File: src/rtl/log_capture_ctrl.sv
`default_nettype none
// ============================================================================
// Module   : log_capture_ctrl
// Purpose  : Sequencer for the BRAM sample logger. Arms capture of DSP Tx
//            filter samples, waits for the memory-full flag, then walks every
//            log address and presents each word on a valid/ready stream.
// Ports    : clk                  system clock
//            i_rstn               asynchronous active-low reset
//            i_start              pulse: start (or re-arm) capture
//            i_dump               pulse: start readout, honoured only in FULL
//            i_abort              return to IDLE from any state
//            i_mem_full           MEMLog full flag
//            i_data_log_from_mem  MEMLog read data (2*BRAM_DATA_WIDTH)
//            o_run_log            MEMLog capture enable
//            o_read_log           MEMLog read mode
//            o_addr_log_to_mem    MEMLog read address
//            o_data/o_valid       stream word and valid
//            i_ready              stream ready
//            o_busy               controller not idle
//            o_done               one-cycle pulse at end of dump
//            o_timeout            sticky capture-timeout flag
//            o_state              encoded state for VIO/LED debug
// Options  : LOGCTRL_TIMEOUT_EN   when defined, CAPTURE is bounded by a
//                                 25-bit timer of TIMEOUT_CYCLES cycles
// Revision : 1.0  initial release
// ============================================================================
module log_capture_ctrl #(
    parameter int BRAM_ADDR_WIDTH = 15,
    parameter int BRAM_DATA_WIDTH = 16,
    parameter int LAST_ADDR       = 2**BRAM_ADDR_WIDTH - 1,
    parameter int RD_LAT          = 1,
    parameter int TIMEOUT_CYCLES  = 2**24
) (
    input  logic                         clk,
    input  logic                         i_rstn,
    input  logic                         i_start,
    input  logic                         i_dump,
    input  logic                         i_abort,
    input  logic                         i_mem_full,
    input  logic [2*BRAM_DATA_WIDTH-1:0] i_data_log_from_mem,
    output logic                         o_run_log,
    output logic                         o_read_log,
    output logic [BRAM_ADDR_WIDTH-1:0]   o_addr_log_to_mem,
    output logic [2*BRAM_DATA_WIDTH-1:0] o_data,
    output logic                         o_valid,
    input  logic                         i_ready,
    output logic                         o_busy,
    output logic                         o_done,
    output logic                         o_timeout,
    output logic [2:0]                   o_state
);

    typedef enum logic [2:0] {
        S_IDLE    = 3'd0,
        S_CAPTURE = 3'd1,
        S_FULL    = 3'd2,
        S_FETCH   = 3'd3,
        S_SEND    = 3'd4,
        S_DONE    = 3'd5
    } state_t;

    localparam logic [BRAM_ADDR_WIDTH-1:0] C_LAST_ADDR = BRAM_ADDR_WIDTH'(LAST_ADDR);
    localparam logic [BRAM_ADDR_WIDTH-1:0] C_ADDR_ONE  = BRAM_ADDR_WIDTH'(1);
    localparam logic [2:0]                 C_LAT_LAST  = 3'(RD_LAT - 1);

    // Elaboration-time parameter sanity checks
    generate
        if (RD_LAT < 1 || RD_LAT > 7) begin : g_chk_rd_lat
            $error("log_capture_ctrl: RD_LAT must be in 1..7");
        end
        if (TIMEOUT_CYCLES < 1 || TIMEOUT_CYCLES > 2**25 - 1) begin : g_chk_timeout
            $error("log_capture_ctrl: TIMEOUT_CYCLES must fit the 25-bit timer");
        end
        if (LAST_ADDR < 0 || LAST_ADDR >= 2**BRAM_ADDR_WIDTH) begin : g_chk_last_addr
            $error("log_capture_ctrl: LAST_ADDR must be below 2**BRAM_ADDR_WIDTH");
        end
    endgenerate

    state_t                         state_q, state_d;
    logic                           run_q, run_d;
    logic                           read_q, read_d;
    logic                           valid_q, valid_d;
    logic                           done_q, done_d;
    logic                           busy_q, busy_d;
    logic                           tmo_q, tmo_d;
    logic [BRAM_ADDR_WIDTH-1:0]     addr_q, addr_d;
    logic [2*BRAM_DATA_WIDTH-1:0]   data_q, data_d;
    logic [2:0]                     lat_q, lat_d;
    logic                           w_tmo_hit;

`ifdef LOGCTRL_TIMEOUT_EN
    localparam logic [24:0] C_TMO_LAST = 25'(TIMEOUT_CYCLES - 1);
    logic [24:0] tmo_cnt_q, tmo_cnt_d;

    // Counts cycles spent in CAPTURE; restarts from zero on every entry.
    assign w_tmo_hit = (tmo_cnt_q == C_TMO_LAST);

    always_comb begin
        tmo_cnt_d = '0;
        if (state_q == S_CAPTURE && state_d == S_CAPTURE) begin
            tmo_cnt_d = tmo_cnt_q + 25'd1;
        end
    end

    always_ff @(posedge clk or negedge i_rstn) begin
        if (!i_rstn) begin
            tmo_cnt_q <= '0;
        end else begin
            tmo_cnt_q <= tmo_cnt_d;
        end
    end
`else
    assign w_tmo_hit = 1'b0;
`endif

    always_comb begin
        state_d = state_q;
        run_d   = run_q;
        read_d  = read_q;
        valid_d = valid_q;
        done_d  = 1'b0;
        addr_d  = addr_q;
        data_d  = data_q;
        lat_d   = lat_q;
        tmo_d   = tmo_q;

        if (i_abort) begin
            // Abort outranks everything; the timeout flag deliberately survives.
            state_d = S_IDLE;
            run_d   = 1'b0;
            read_d  = 1'b0;
            valid_d = 1'b0;
            addr_d  = '0;
            lat_d   = '0;
        end else begin
            case (state_q)
                S_IDLE: begin
                    if (i_start) begin
                        state_d = S_CAPTURE;
                        run_d   = 1'b1;
                        tmo_d   = 1'b0;
                    end
                end
                S_CAPTURE: begin
                    if (i_mem_full) begin
                        state_d = S_FULL;
                        run_d   = 1'b0;
                    end else if (w_tmo_hit) begin
                        state_d = S_IDLE;
                        run_d   = 1'b0;
                        tmo_d   = 1'b1;
                    end
                end
                S_FULL: begin
                    if (i_start) begin
                        state_d = S_CAPTURE;
                        run_d   = 1'b1;
                        tmo_d   = 1'b0;
                    end else if (i_dump) begin
                        state_d = S_FETCH;
                        addr_d  = '0;
                        read_d  = 1'b1;
                        lat_d   = '0;
                    end
                end
                S_FETCH: begin
                    // Read data is sampled on the RD_LAT-th edge after the
                    // address was presented.
                    if (lat_q == C_LAT_LAST) begin
                        data_d  = i_data_log_from_mem;
                        valid_d = 1'b1;
                        lat_d   = '0;
                        state_d = S_SEND;
                    end else begin
                        lat_d = lat_q + 3'd1;
                    end
                end
                S_SEND: begin
                    if (valid_q && i_ready) begin
                        valid_d = 1'b0;
                        if (addr_q == C_LAST_ADDR) begin
                            addr_d  = '0;
                            read_d  = 1'b0;
                            done_d  = 1'b1;
                            state_d = S_DONE;
                        end else begin
                            addr_d  = addr_q + C_ADDR_ONE;
                            state_d = S_FETCH;
                        end
                    end
                end
                S_DONE: begin
                    state_d = S_IDLE;
                end
                default: begin
                    state_d = S_IDLE;
                    run_d   = 1'b0;
                    read_d  = 1'b0;
                    valid_d = 1'b0;
                    addr_d  = '0;
                end
            endcase
        end

        busy_d = (state_d != S_IDLE);
    end

    always_ff @(posedge clk or negedge i_rstn) begin
        if (!i_rstn) begin
            state_q <= S_IDLE;
            run_q   <= 1'b0;
            read_q  <= 1'b0;
            valid_q <= 1'b0;
            done_q  <= 1'b0;
            busy_q  <= 1'b0;
            tmo_q   <= 1'b0;
            addr_q  <= '0;
            data_q  <= '0;
            lat_q   <= '0;
        end else begin
            state_q <= state_d;
            run_q   <= run_d;
            read_q  <= read_d;
            valid_q <= valid_d;
            done_q  <= done_d;
            busy_q  <= busy_d;
            tmo_q   <= tmo_d;
            addr_q  <= addr_d;
            data_q  <= data_d;
            lat_q   <= lat_d;
        end
    end

    assign o_run_log         = run_q;
    assign o_read_log        = read_q;
    assign o_addr_log_to_mem = addr_q;
    assign o_data            = data_q;
    assign o_valid           = valid_q;
    assign o_busy            = busy_q;
    assign o_done            = done_q;
    assign o_timeout         = tmo_q;
    assign o_state           = state_q;

endmodule
`default_nettype wire

File: config.mk
export PLATFORM = sky130hd
export DESIGN_NAME = log_capture_ctrl
export DESIGN_NICKNAME = d
export VERILOG_FILES = /design/src/rtl/log_capture_ctrl.sv
export SDC_FILE = /design/constraint.sdc
export NUM_CORES = 1
export LEC_CHECK = 0
export ABC_CLOCK_PERIOD_IN_PS = 1500
export CORE_MARGIN = 5
export CORE_UTILIZATION = 40
export CTS_CLUSTER_DIAMETER = 150
export DETAILED_ROUTE_END_ITERATION = 16
export GPL_ROUTABILITY_DRIVEN = 1
export PLACE_DENSITY_LB_ADDON = 0.05
export SETUP_SLACK_MARGIN = 0.4
export SYNTH_ARGS = -nofsm -noshare
export SYNTH_HDL_FRONTEND = slang
export SYNTH_SLANG_ARGS = --single-unit
File: constraint.sdc
create_clock -name clk -period 1.5 [get_ports clk]
set_input_delay 0.3 -clock clk [delete_from_list [all_inputs] [get_ports clk]]
set_output_delay 0.3 -clock clk [all_outputs]
set_load 0.03 [all_outputs]
# Word level (Yosys, flattened, before mapping)
# Index checks and enable logic that the tools add are counted.
[totals] ff_bits=58 inputBits=39 output_inout_bits=56 wordCells=81
[classes] addsub=2 eq_ne=16 n_mux=38 bitwise_logic=1 reduce_logical=15
[ops] cell="2-to-1 mux 15 bit" n=5
[ops] cell="case mux 15 bit (3 select lines)" n=1
[ops] cell="2-to-1 mux 3 bit" n=12
[ops] cell="!= test 3 bit, second input constant" n=6
[ops] cell="adder 15 x 1 -> 15 bit, second input constant" n=1
[ops] cell="equality test 15 bit, second input constant" n=1
[ops] cell="2-to-1 mux 1 bit" n=15
[ops] cell="case mux 3 bit (5 select lines)" n=1
[ops] cell="AND reduction 3 bit" n=4
[ops] cell="case mux 1 bit (3 select lines)" n=3
[ops] cell="OR reduction 4 bit" n=2
[ops] cell="equality test 3 x 2 -> 1 bit, second input constant" n=2
[ops] cell="equality test 3 bit, second input constant" n=2
[ops] cell="logical NOT 3 bit" n=2
[ops] cell="!= test 2 x 1 -> 1 bit, second input constant" n=3
[ops] cell="case mux 3 bit (2 select lines)" n=1
[ops] cell="nonzero test 3 bit" n=2
[ops] cell="AND reduction 5 bit" n=1
[ops] cell="AND reduction 4 bit" n=1
[ops] cell="adder 3 x 1 -> 3 bit, second input constant" n=1
[ops] cell="equality test 3 x 1 -> 1 bit, second input constant" n=1
[ops] cell="!= test 3 x 1 -> 1 bit, second input constant" n=1
[ops] cell="OR reduction 3 bit" n=1
[ops] cell="OR reduction 2 bit" n=1
[ops] cell="2 further kinds" n=2

# Depth between registers and ports, before layout
# Gate-level depths: netlist (run 1).
[logic_depth] ltp_word=6 ltp_mapped=7 depth_no_buf=7

# Worst setup path before layout (run 1)
# OpenSTA, ideal clock, no wires.
[synth_timing] path_kind="register to register" from="register addr_q[0], in the netlist o_addr_log_to_mem[0]" to="register addr_q[7], in the netlist o_addr_log_to_mem[7]" arrival_ns=1.761 slack_ns=-0.405 path_stages_with_launch=7 period_less_slack_ns=1.905 path_cell_list="dfrtp_1 > ha_1 > nand3_1 > nor4_4 > nor3_2 > a41oi_1 > a31oi_1"
[synth_via] elab_chain_len=5
[synth_rtl] element="from (decl)" line_no="86" rtl="logic [BRAM_ADDR_WIDTH-1:0] addr_q, addr_d;"
[synth_rtl] element="from (signal assigned)" line_no="228" rtl="addr_q <= addr_d;"
[synth_rtl] element="adder 15 x 1 -> 15 bit or equality test 15 bit (tied branches)" line_no="187, 181"
[synth_rtl] element="2-to-1 mux 15 bit (*)" line_no="181" rtl="if (addr_q == C_LAST_ADDR) begin"
[synth_rtl] element="2-to-1 mux 15 bit (*)" line_no="179" rtl="if (valid_q && i_ready) begin"
[synth_rtl] element="case mux 15 bit (3 select lines) (*)" line_no="136" rtl="case (state_q)"
[synth_rtl] element="2-to-1 mux 15 bit (*)" line_no="127" rtl="if (i_abort) begin"
# Mark *: on every way between the ends. The rest lies on a longest branch, timed or not. The select of a mux whose other input is x is not followed.
# A chain may end at the register's enable or synchronous reset.

# Worst setup path after layout (run 1)
[layout_timing] from="register state_q[2], in the netlist o_state[2]" to="register data_q[23], in the netlist o_data[23]"
[layout_via] elab_chain_len=2
[layout_rtl] element="from (decl)" line_no="79" rtl="state_t state_q, state_d;"
[layout_rtl] element="from (signal assigned)" line_no="221" rtl="state_q <= state_d;"
[layout_rtl] element="equality test 3 x 2 -> 1 bit" line_no="136"
[layout_rtl] element="AND reduction 3 bit (no source line)"
[layout_rtl] element="to (signal assigned)" line_no="229" rtl="data_q <= data_d;"
[layout_rtl] element="to (decl)" line_no="87" rtl="logic [2*BRAM_DATA_WIDTH-1:0] data_q, data_d;"
# No other way between the ends.

==> key figures, run 1 <==
Run status
  – Outcome: finished, violations left
  – Failing checks: setup timing

Place
  – Input/output buffers: 93
  – Post-DP HPWL: 5620 um
  – Routability Congestion: 0.815
  – Placed Cells: 467

Critical path
  – Kind of critical path: reg2reg
  – R2r endpoint: o_data[23]$_DFFE_PN0P_
  – Worst path cell trace: and2b_4 -> and3b_2 -> nand2_8 -> clkbuf_16 -> mux2_4
  – Crit-path max FO: 7
  – CP Capture Type: flop
  – CP max stage delay: 0.41 ns
  – CP Launch Type: flop
  – RR Startpoint: o_state[2]$_DFF_PN0_
  – Slowest CP cell: dfrtp_2
  – Worst r2r path cells: 5
  – Setup slack, reg-to-reg: -0.18 ns
  – Critical Path Source: o_state[2]$_DFF_PN0_
  – Crit path DAT: 1.89 ns
  – Worst path required time: 1.71 ns

Global routing
  – Tot GR Track Use: 0.199
  – Initial antenna violation count: 0
  – Largest net degree at the start of global routing: 25
  – First-pass GRT wire length: 13700 um
  – Via count of the first global-routing pass: 2614
  – Grt total ovfl: 0

Drt
  – Final wirelength: 9530 um
  – Total vias in the final route: 2709
  – Wire per inst: 17.4 um
  – 1st-pass router iterations: 5
  – Vias per std cell: 4.95
  – Remaining DRCs: 0
  – Routed Antenna Nets: 0
  – Number of DRC markers in iteration 0: 73

Floorplanning
  – Row Count: 30
  – Starting Density: 0.415
  – IO Pins: 95
  – Die Span Y: 94.4 um
  – Die area: 0.00891 mm2
  – Core Area: 0.00687 mm2
  – Die Width: 94.4 um

Run
  – Max-capacitance violation count: 0

Timing
  – Slew Limit Fails: 0
  – Unrepaired setup endpoints after global routing: yes
  – Final min period: 1.68 ns
  – Final hold vios: 0
  – Setup TNS: -6.93 ns
  – Setup ws final: -0.178 ns
  – Maximum operating frequency: 596 MHz
  – Worst hold slack: 0.452 ns
  – Final period util: 1.12
  – Setup violators final: 54
  – Layout Skew: 0.00759 ns

Synthesis
  – Post-synth EDFFs: 0
  – Sequential share of the synthesized area: 0.509
  – Asr flop ratio synth: 1.00
  – Unique masters post-synth: 50
  – Post-synth top cells: 58 x dfrtp_1, 30 x mux2_4, 16 x nand2_1
  – Post-synth top area share: 0.509
  – Ys flop type: dfrtp_1
  – Count leader, synth: dfrtp_1
  – Synthesized instance count: 238
  – Synth top area cells: dfrtp_1 51%, mux2_4 16%, o21ai_0 2.5%
  – Avg Cell Area, Syn: 12.0 um2
  – Synth warnings: 0
  – Syn nets: 280
  – #FFs+latches synth: 58
  – Post-synthesis cell area: 0.00285 mm2
  – Dominant cell type by area after synthesis: dfrtp_1

Power and ir drop
  – Lkg Pwr: 2.76 nW
  – Power per Cell Area: 855 mW/mm2
  – Peak supply drop: 0.362 mV
  – Power Total: 0.00476 W

Clocking
  – # H-tree levels: 3
  – CTS tree: built
  – Clock Latency Late Sink: 0.33 ns
  – Clock-pin slew on the worst setup and hold paths: 0.07 ns
  – Clock sinks: 58
  – CTS Buf Count: 9
  – Clock Tree Buf Depth: 2
  – Root Driver: clkbuf_8

Finish
  – Nets@finish: 488
  – Ant. Diodes: 0
  – Finished Layout Cells: 547
  – Layout cells sized above 1: 0.645
  – Area Overhead vs Synth: 95.4%

Worst hold path
  – Worst hold path type: in2async
## critical path, delay by kind of cell (launching register included)
kind / cells / cell delay [ns]
buffers and inverters: 1 / 0.19
DFF: 1 / 0.41
muxes: 1 / 0.30
and+or+nand+nor: 3 / 0.66
## sequential cells by signal, summed over array words and instances, names as in the netlist
signal	cells
o_run_log	1
o_valid	1
o_data	32
o_done	1
o_state	3
lat_q	3
o_read_log	1
o_addr_log_to_mem	15
o_busy	1
## layer usage
layer | wire [um] | track usage | up-vias
li1 | - | - | 1284
met2 | 4750 | 0.317 | 84
met3 | 554 | 0.0422 | 8
met1 | 4140 | 0.267 | 1333
met4 | 81 | 0.0710 | 0
met5 | 0 | 0 | -
## worst max-delay path by stage
stage / end / slack [ns]
6_report: o_data[23]$_DFFE_PN0P_ / -0.18
5_1_grt: o_addr_log_to_mem[12]$_DFFE_PN0P_ / -0.27
4_1_cts: o_data[24]$_DFFE_PN0P_ / -0.09
3_5_place_dp: o_addr_log_to_mem[12]$_DFFE_PN0P_ / -0.41
3_3_place_gp: o_addr_log_to_mem[13]$_DFFE_PN0P_ / -0.41
2_1_floorplan: o_data[0]$_DFFE_PN0P_ / -0.24
## cells in the final DEF (no fill, tap or decap), types with 3 or more instances in the layout
| cell type | Yosys | routed |
|---|---|---|
| nand2_1 | 16 | 13 |
| a21oi_2 | 0 | 6 |
| a22o_1 | 3 | 3 |
| a31oi_1 | 9 | 7 |
| buf_6 | 3 | 88 |
| o21ai_2 | 0 | 9 |
| o31ai_2 | 0 | 4 |
| mux2_4 | 30 | 32 |
| dfrtp_1 | 58 | 40 |
| nor2_4 | 1 | 3 |
| clkbuf_16 | 0 | 3 |
| clkinv_2 | 0 | 3 |
| buf_4 | 3 | 66 |
| nand4_1 | 5 | 5 |
| a21oi_1 | 10 | 4 |
| clkdlybuf4s50_1 | 0 | 35 |
| inv_1 | 8 | 7 |
| nor2_1 | 12 | 10 |
| o21ai_1 | 1 | 4 |
| dfrtp_2 | 0 | 18 |
| clkbuf_8 | 0 | 10 |
| nand3_1 | 8 | 6 |
| buf_12 | 0 | 8 |
## stage by stage
step	utilization	instance area (um2)	worst slack [ns]
2_1_floorplan	-	3030	-0.237
3_3_place_gp	0.640	4400	-0.413
3_5_place_dp	0.640	4400	-0.407
4_1_cts	0.750	5150	-0.0910
5_1_grt	0.810	5570	-0.268
6_report	0.810	5570	-0.178
## power by group
| group | leakage, nW | total (W) | switching [W] | internal (W) |
|---|---|---|---|---|
| combinational | 1.92 | 0.00161 | 0.000704 | 0.000903 |
| sequential | 0.756 | 0.00188 | 0.000135 | 0.00174 |
| clock | 0.0851 | 0.00127 | 0.000639 | 0.000636 |
| total | 2.76 | 0.00476 | 0.00148 | 0.00328 |
## kinds of logic (layout without fill, tap and decap cells)
| logic type | after synthesis | in the layout | share of synthesized area |
|---|---|---|---|
| adders and majority gates | 3 | 3 | 0.0132 |
| AOI/OAI and AO/OA | 55 | 55 | 0.125 |
| buffers and inverters | 19 | 232 | 0.0378 |
| muxes | 35 | 35 | 0.177 |
| and+or+nand+nor | 67 | 67 | 0.137 |
| other | 1 | 1 | 0.00132 |
| DFF | 58 | 58 | 0.509 |
## repair_timing
item,in CTS,in global routing
cloned,1,3
setup endpoints to repair,113,113
hold buffers,1,0
pin swaps,16,12
endpoints found under the hold margin,15,0
setup buffers,31,28
resized for setup,408,40
## cell type report
type                            count  area, um2
Inverter                            8       30.0
Multi-Input combinational cell    161       1570
Tap cell                           96        120
Fill cell                         404       1300
Clock buffer                       11        141
Timing Repair Buffer              208       2200
Sequential cell                    58       1470
Clock inverter                      5       30.0
(Power assumes the default switching activity.)
==> run 2, diff against run 1 <==
CAP_MARGIN = 20   (was not set)
CORE_UTILIZATION = 41   (was 40)
==> run 2 against run 1 <==
The run still ends with setup timing left. Combinational power increased by 3%. Setup slack worse by 0.0067 ns. Final cell count increased by 1.8%. Sequential share of layout area shrank 0.39 points. Worst hold slack better by 0.047 ns. Register-to-register slack about the same.
==> key figures, run 2 (same netlist as run 1, synthesis figures left out) <==
Finish
  – Ant. Diodes: 0
  – Final non-filler cell area: 0.00565 mm2
  – Most frequent cells in the layout: 87 x buf_6, 80 x buf_4, 39 x dfrtp_1, 36 x clkdlybuf4s50_1, 33 x mux2_4
  – Nets@finish: 498
  – Area Overhead vs Synth: 98.5%
  – Largest register FFs: 32
  – Layout cells sized above 1: 0.651
  – Commonest non-fill, non-tap cell in the layout: buf_6
  – Finished Core Util: 0.832

Power and ir drop
  – Comb power frac: 0.330
  – Switching Fraction: 0.295
  – Clk pwr share: 0.298
  – Flop pwr share: 0.372
  – Net Sw Power: 0.00149 W
  – Lkg Pwr: 2.87 nW
  – Peak supply drop: 0.494 mV
  – Power per Cell Area: 891 mW/mm2
  – Pint: 0.00355 W

Timing
  – Slew Limit Fails: 0
  – Setup violators final: 50
  – Layout Skew: 0.00862 ns
  – Unrepaired setup endpoints after global routing: yes
  – Maximum operating frequency: 594 MHz
  – Final min period: 1.68 ns
  – Final hold vios: 0
  – Final period util: 1.12
  – Setup ws final: -0.185 ns

Clocking
  – Clock Tree Buf Depth: 2
  – Root Driver: clkbuf_8
  – CTS tree: built
  – CTS Buf Count: 9
  – Clock sinks: 58
  – # H-tree levels: 3
  – Clock-pin slew on the worst setup and hold paths: 0.07 ns
  – Clock Latency Late Sink: 0.33 ns

Global routing
  – Grt total ovfl: 0
  – Via count of the first global-routing pass: 2741
  – Largest net degree at the start of global routing: 59
  – Initial antenna violation count: 0
  – Tot GR Track Use: 0.199
  – First-pass GRT wire length: 13700 um

Place
  – Input/output buffers: 93
  – Routability Congestion: 0.800
  – Post-DP HPWL: 5470 um
  – Area after DPL: 0.00442 mm2

Critical path
  – Worst path cell trace: nand4_4 -> nor4_4 -> buf_4 -> nor3_4 -> buf_6 -> buf_6 -> a22o_1
  – Slowest CP cell: dfrtp_2
  – Worst path required time: 1.72 ns
  – CP Launch Type: flop
  – Worst path bufs/invs: 3
  – Crit-path max FO: 4
  – Top delay family on crit path: simple AND/OR/NAND/NOR gates
  – CP Capture Type: flop
  – CP max stage delay: 0.40 ns
  – Most used cell, CP: buf_6
  – Crit path DAT: 1.90 ns
  – Kind of critical path: reg2reg

Floorplanning
  – Die Width: 93.4 um
  – Starting Density: 0.419
  – Die area: 0.00872 mm2
  – IO Pins: 95
  – Die Span Y: 93.4 um
  – Core Area: 0.00679 mm2
  – Row Count: 30

Run status
  – Failing checks: setup timing
  – Outcome: finished, violations left

Drt
  – Remaining DRCs: 0
  – Routed Antenna Nets: 0
  – 1st-pass router iterations: 4
  – Final wirelength: 9160 um
  – Wire per inst: 16.4 um
  – Number of DRC markers in iteration 0: 46
  – Total vias in the final route: 2744
  – Vias per std cell: 4.93

Worst hold path
  – Worst hold path type: in2async

Run
  – Max-capacitance violation count: 0
==> run 2: changes by cell type in the layout (fill, tap and decap cells not counted), moves of 2 or more <==
cell            previous run  this run
buf_4                     66        80
nand2_4                    1         4
o21ai_2                    9         6
a31oi_1                    7         9
a31oi_2                    2         0
clkbuf_16                  3         1
clkinv_2                   3         1
dlymetal6s2s_1             2         0
nand2_1                   13        11
o21ai_4                    0         2
==> run 2: what timing repair did <==
item                                    4_1_cts  5_1_grt
endpoints found under the setup margin      113      113
pin swaps                                    21       22
buffers inserted                             42       27
gates cloned                                  1        1
hold endpoints to repair                     58        0
hold buffers                                  1        0
gates resized for setup                     414       38
==> run 2: path summary, 6_finish.rpt <==
check	endpoint	cells past startpoint	slack (ns)	from
max	o_addr_log_to_mem[1]$_DFFE_PN0P_	7	-0.18	o_addr_log_to_mem[4]$_DFFE_PN0P_
max in group asynchronous	o_addr_log_to_mem[0]$_DFFE_PN0P_	3	0.71	i_rstn
min	o_data[20]$_DFFE_PN0P_	3	0.50	i_rstn
max reg2reg	o_addr_log_to_mem[1]$_DFFE_PN0P_	7	-0.18	o_addr_log_to_mem[4]$_DFFE_PN0P_
min in group clk	lat_q[2]$_DFFE_PN0P_	2	0.51	lat_q[2]$_DFFE_PN0P_
min reg2reg	lat_q[2]$_DFFE_PN0P_	2	0.51	lat_q[2]$_DFFE_PN0P_
==> run 2: cell type report <==
type	count	area, um2
repair buffers	218	2210
flip-flops and latches	58	1480
fillers	350	1140
clock buffers	12	155
multi-input cells	161	1610
inverters	8	32.5
clock inverters	4	50.0
well taps	96	120
==> run 2: power by group through the flow <==
| stage | logic [W] | registers [W] | clock network [W] |
|---|---|---|---|
| floorplan | 0.000334 | 0.00222 | 0 |
| global placement | 0.00124 | 0.00187 | 0 |
| detailed placement | 0.00127 | 0.00187 | 0 |
| CTS | 0.00152 | 0.00187 | 0.00152 |
| global route | 0.00174 | 0.00189 | 0.00159 |
| finish | 0.00166 | 0.00188 | 0.00150 |
==> run 2: worst min-delay path, stage by stage <==
cell and delay (ns):
dlygate4sd3_1 0.53, buf_2 0.12, buf_12 0.28
==> run 2: metal layers <==
metal | GRT usage | vias up | part of all wire
met1 | 0.266 | 1337 | 0.43
met4 | 0.0733 | 0 | 0.011
met3 | 0.0459 | 14 | 0.054
met2 | 0.314 | 88 | 0.50
met5 | 0 | - | 0
li1 | - | 1305 | -
==> run 2: stage by stage <==
step	hold slack (ns)	setup slack (ns)	total power [W]	setup TNS (ns)	cells
after floorplan	0.00441	-0.237	0.00255	-8.09	238
after global placement	0.329	-0.314	0.00312	-14.52	469
after detailed placement	0.330	-0.362	0.00314	-16.08	469
after CTS	0.509	-0.182	0.00491	-5.08	529
after global routing	0.540	-0.259	0.00523	-8.01	557
final	0.499	-0.185	0.00504	-5.80	557
==> run 3, diff against run 2 <==
CTS_CLUSTER_SIZE = 24   (was not set)
PLACE_DENSITY = 0.76   (was not set)
PLACE_DENSITY_LB_ADDON = not set   (was 0.05)
==> run 3 against run 2 <==
Cell area up 0.91%. Sequential power hardly changed. Via count is 11% higher. Worst hold slack gained 0.0023 ns. Largest power group unchanged. Routed wire length grew 35%. The flow still finishes with violations (setup timing). Critical endpoint is now o_addr_log_to_mem[10]$_DFFE_PN0P_.
==> key figures, run 3 (same netlist as run 1, synthesis figures left out) <==
Critical path
  – Worst path required time: 1.71 ns
  – CP Launch Type: flop
  – Worst r2r path cells: 8
  – Crit path DAT: 1.92 ns
  – Crit-path max FO: 6
  – Kind of critical path: reg2reg
  – CP Capture Type: flop

Global routing
  – Tot GR Track Use: 0.226
  – Grt total ovfl: 0
  – Largest net degree at the start of global routing: 59
  – Initial antenna violation count: 0
  – Via count of the first global-routing pass: 2962
  – First-pass GRT wire length: 15300 um

Timing
  – Setup violators final: 56
  – Layout Skew: 0.0144 ns
  – Setup TNS: -7.38 ns
  – Unrepaired setup endpoints after global routing: yes
  – Worst hold slack: 0.501 ns
  – Maximum operating frequency: 585 MHz
  – Final hold vios: 0
  – Setup ws final: -0.209 ns
  – Slew Limit Fails: 0
  – Final min period: 1.71 ns
  – Final period util: 1.14

Place
  – Routability Congestion: 0.817
  – Post-placement setup slack: -0.366 ns
  – Post-DP HPWL: 6000 um
  – Input/output buffers: 93

Finish
  – Ant. Diodes: 0
  – Layout cells sized above 1: 0.661
  – Most frequent cells in the layout: 92 x buf_6, 86 x buf_4, 40 x dfrtp_1, 37 x clkdlybuf4s50_1, 32 x mux2_4
  – Area Overhead vs Synth: 100%
  – Largest register FFs: 32
  – Nets@finish: 509
  – Finished Core Util: 0.840
  – Commonest non-fill, non-tap cell in the layout: buf_6

Run status
  – Outcome: finished, violations left
  – Failing checks: setup timing

Clocking
  – Clock Latency Late Sink: 0.34 ns
  – # H-tree levels: 3
  – Clock-pin slew on the worst setup and hold paths: 0.08 ns
  – Root Driver: clkbuf_8
  – CTS tree: built
  – Clock Tree Buf Depth: 2
  – Clock sinks: 58
  – CTS Buf Count: 9

Drt
  – Final wirelength: 12300 um
  – Wire per inst: 21.7 um
  – Vias per std cell: 5.38
  – Remaining DRCs: 0
  – Number of DRC markers in iteration 0: 137
  – Total vias in the final route: 3057
  – 1st-pass router iterations: 4
  – Wl on met1: 4870 um
  – DR WL met2: 6250 um
  – Uppermost layer routed: met4
  – Met3 routed WL: 817 um
  – Routed Antenna Nets: 0

Power and ir drop
  – Power per Cell Area: 880 mW/mm2
  – Power Total: 0.00502 W
  – Lkg Pwr: 2.83 nW
  – Peak supply drop: 0.392 mV

Floorplanning
  – Core Area: 0.00679 mm2
  – Row Count: 30
  – IO Pins: 95
  – Die Width: 93.4 um
  – Die area: 0.00872 mm2
  – Starting Density: 0.419
  – Die Span Y: 93.4 um

Worst hold path
  – Worst hold path type: in2async

Run
  – Max-capacitance violation count: 0
[run 3: cell types whose count changed in the layout (fill, tap and decap cells not counted), sizes merged]
cell           previous run  this run
clkinv                    1         3
clkdlybuf4s50            36        37
bufinv                    1         0
buf                     179       187
clkbuf                   13        15
dlygate4sd2               1         0
[run 3: critical path: stages (launching register included)]
cell and delay, ns:
dfrtp_2 0.40, ha_4 0.16, nand3_4 0.09, buf_4 0.15
buf_6 0.12, nor2_4 0.24, a31oi_1 0.16, o21ai_1 0.19
o31ai_2 0.09
[run 3: cell type report]
| class | count | area [um2] |
|---|---|---|
| well taps | 96 | 120 |
| clock buffers | 11 | 141 |
| multi-input cells | 161 | 1590 |
| fillers | 282 | 1090 |
| flip-flops and latches | 58 | 1470 |
| clock inverters | 5 | 30.0 |
| inverters | 8 | 32.5 |
| repair buffers | 229 | 2320 |
[run 3: metal layers]
metal | up-vias | track usage
met5 | - | 0
met4 | 0 | 0.0940
met2 | 154 | 0.385
li1 | 1328 | -
met1 | 1541 | 0.261
met3 | 34 | 0.0724
[run 3: where the power goes]
group / total, W / leakage (nW) / switching [W] / internal (W)
Clock: 0.00134 / 0.0851 / 0.000702 / 0.000637
Combinational: 0.00178 / 1.99 / 0.000785 / 0.000994
Sequential: 0.00190 / 0.756 / 0.000164 / 0.00174
[run 3: metrics by stage]
| stage | std cells | cell area [um2] |
|---|---|---|
| global placement | 464 | 4360 |
| detailed placement | 464 | 4360 |
| CTS | 519 | 5100 |
| floorplan | 238 | 3030 |
| global route | 568 | 5710 |
| finish | 568 | 5710 |
[run 3: worst paths after layout]
check / from / to / slack [ns]
worst min register to register: lat_q[2]$_DFFE_PN0P_ / lat_q[2]$_DFFE_PN0P_ / 0.53
worst max register to register: o_addr_log_to_mem[0]$_DFFE_PN0P_ / o_addr_log_to_mem[10]$_DFFE_PN0P_ / -0.21
min in group clk: lat_q[2]$_DFFE_PN0P_ / lat_q[2]$_DFFE_PN0P_ / 0.53
max in group asynchronous: i_rstn / o_state[1]$_DFF_PN0_ / 0.70
worst max-delay path: o_addr_log_to_mem[0]$_DFFE_PN0P_ / o_addr_log_to_mem[10]$_DFFE_PN0P_ / -0.21
worst min-delay path: i_rstn / o_data[0]$_DFFE_PN0P_ / 0.50
[run 3: timing repair]
action	4_1_cts	5_1_grt
resized for setup	405	42
hold buffers	1	0
buffers inserted	38	44
cloned	0	5
hold endpoints to repair	58	0
pin swaps	14	18
setup endpoints to repair	113	113
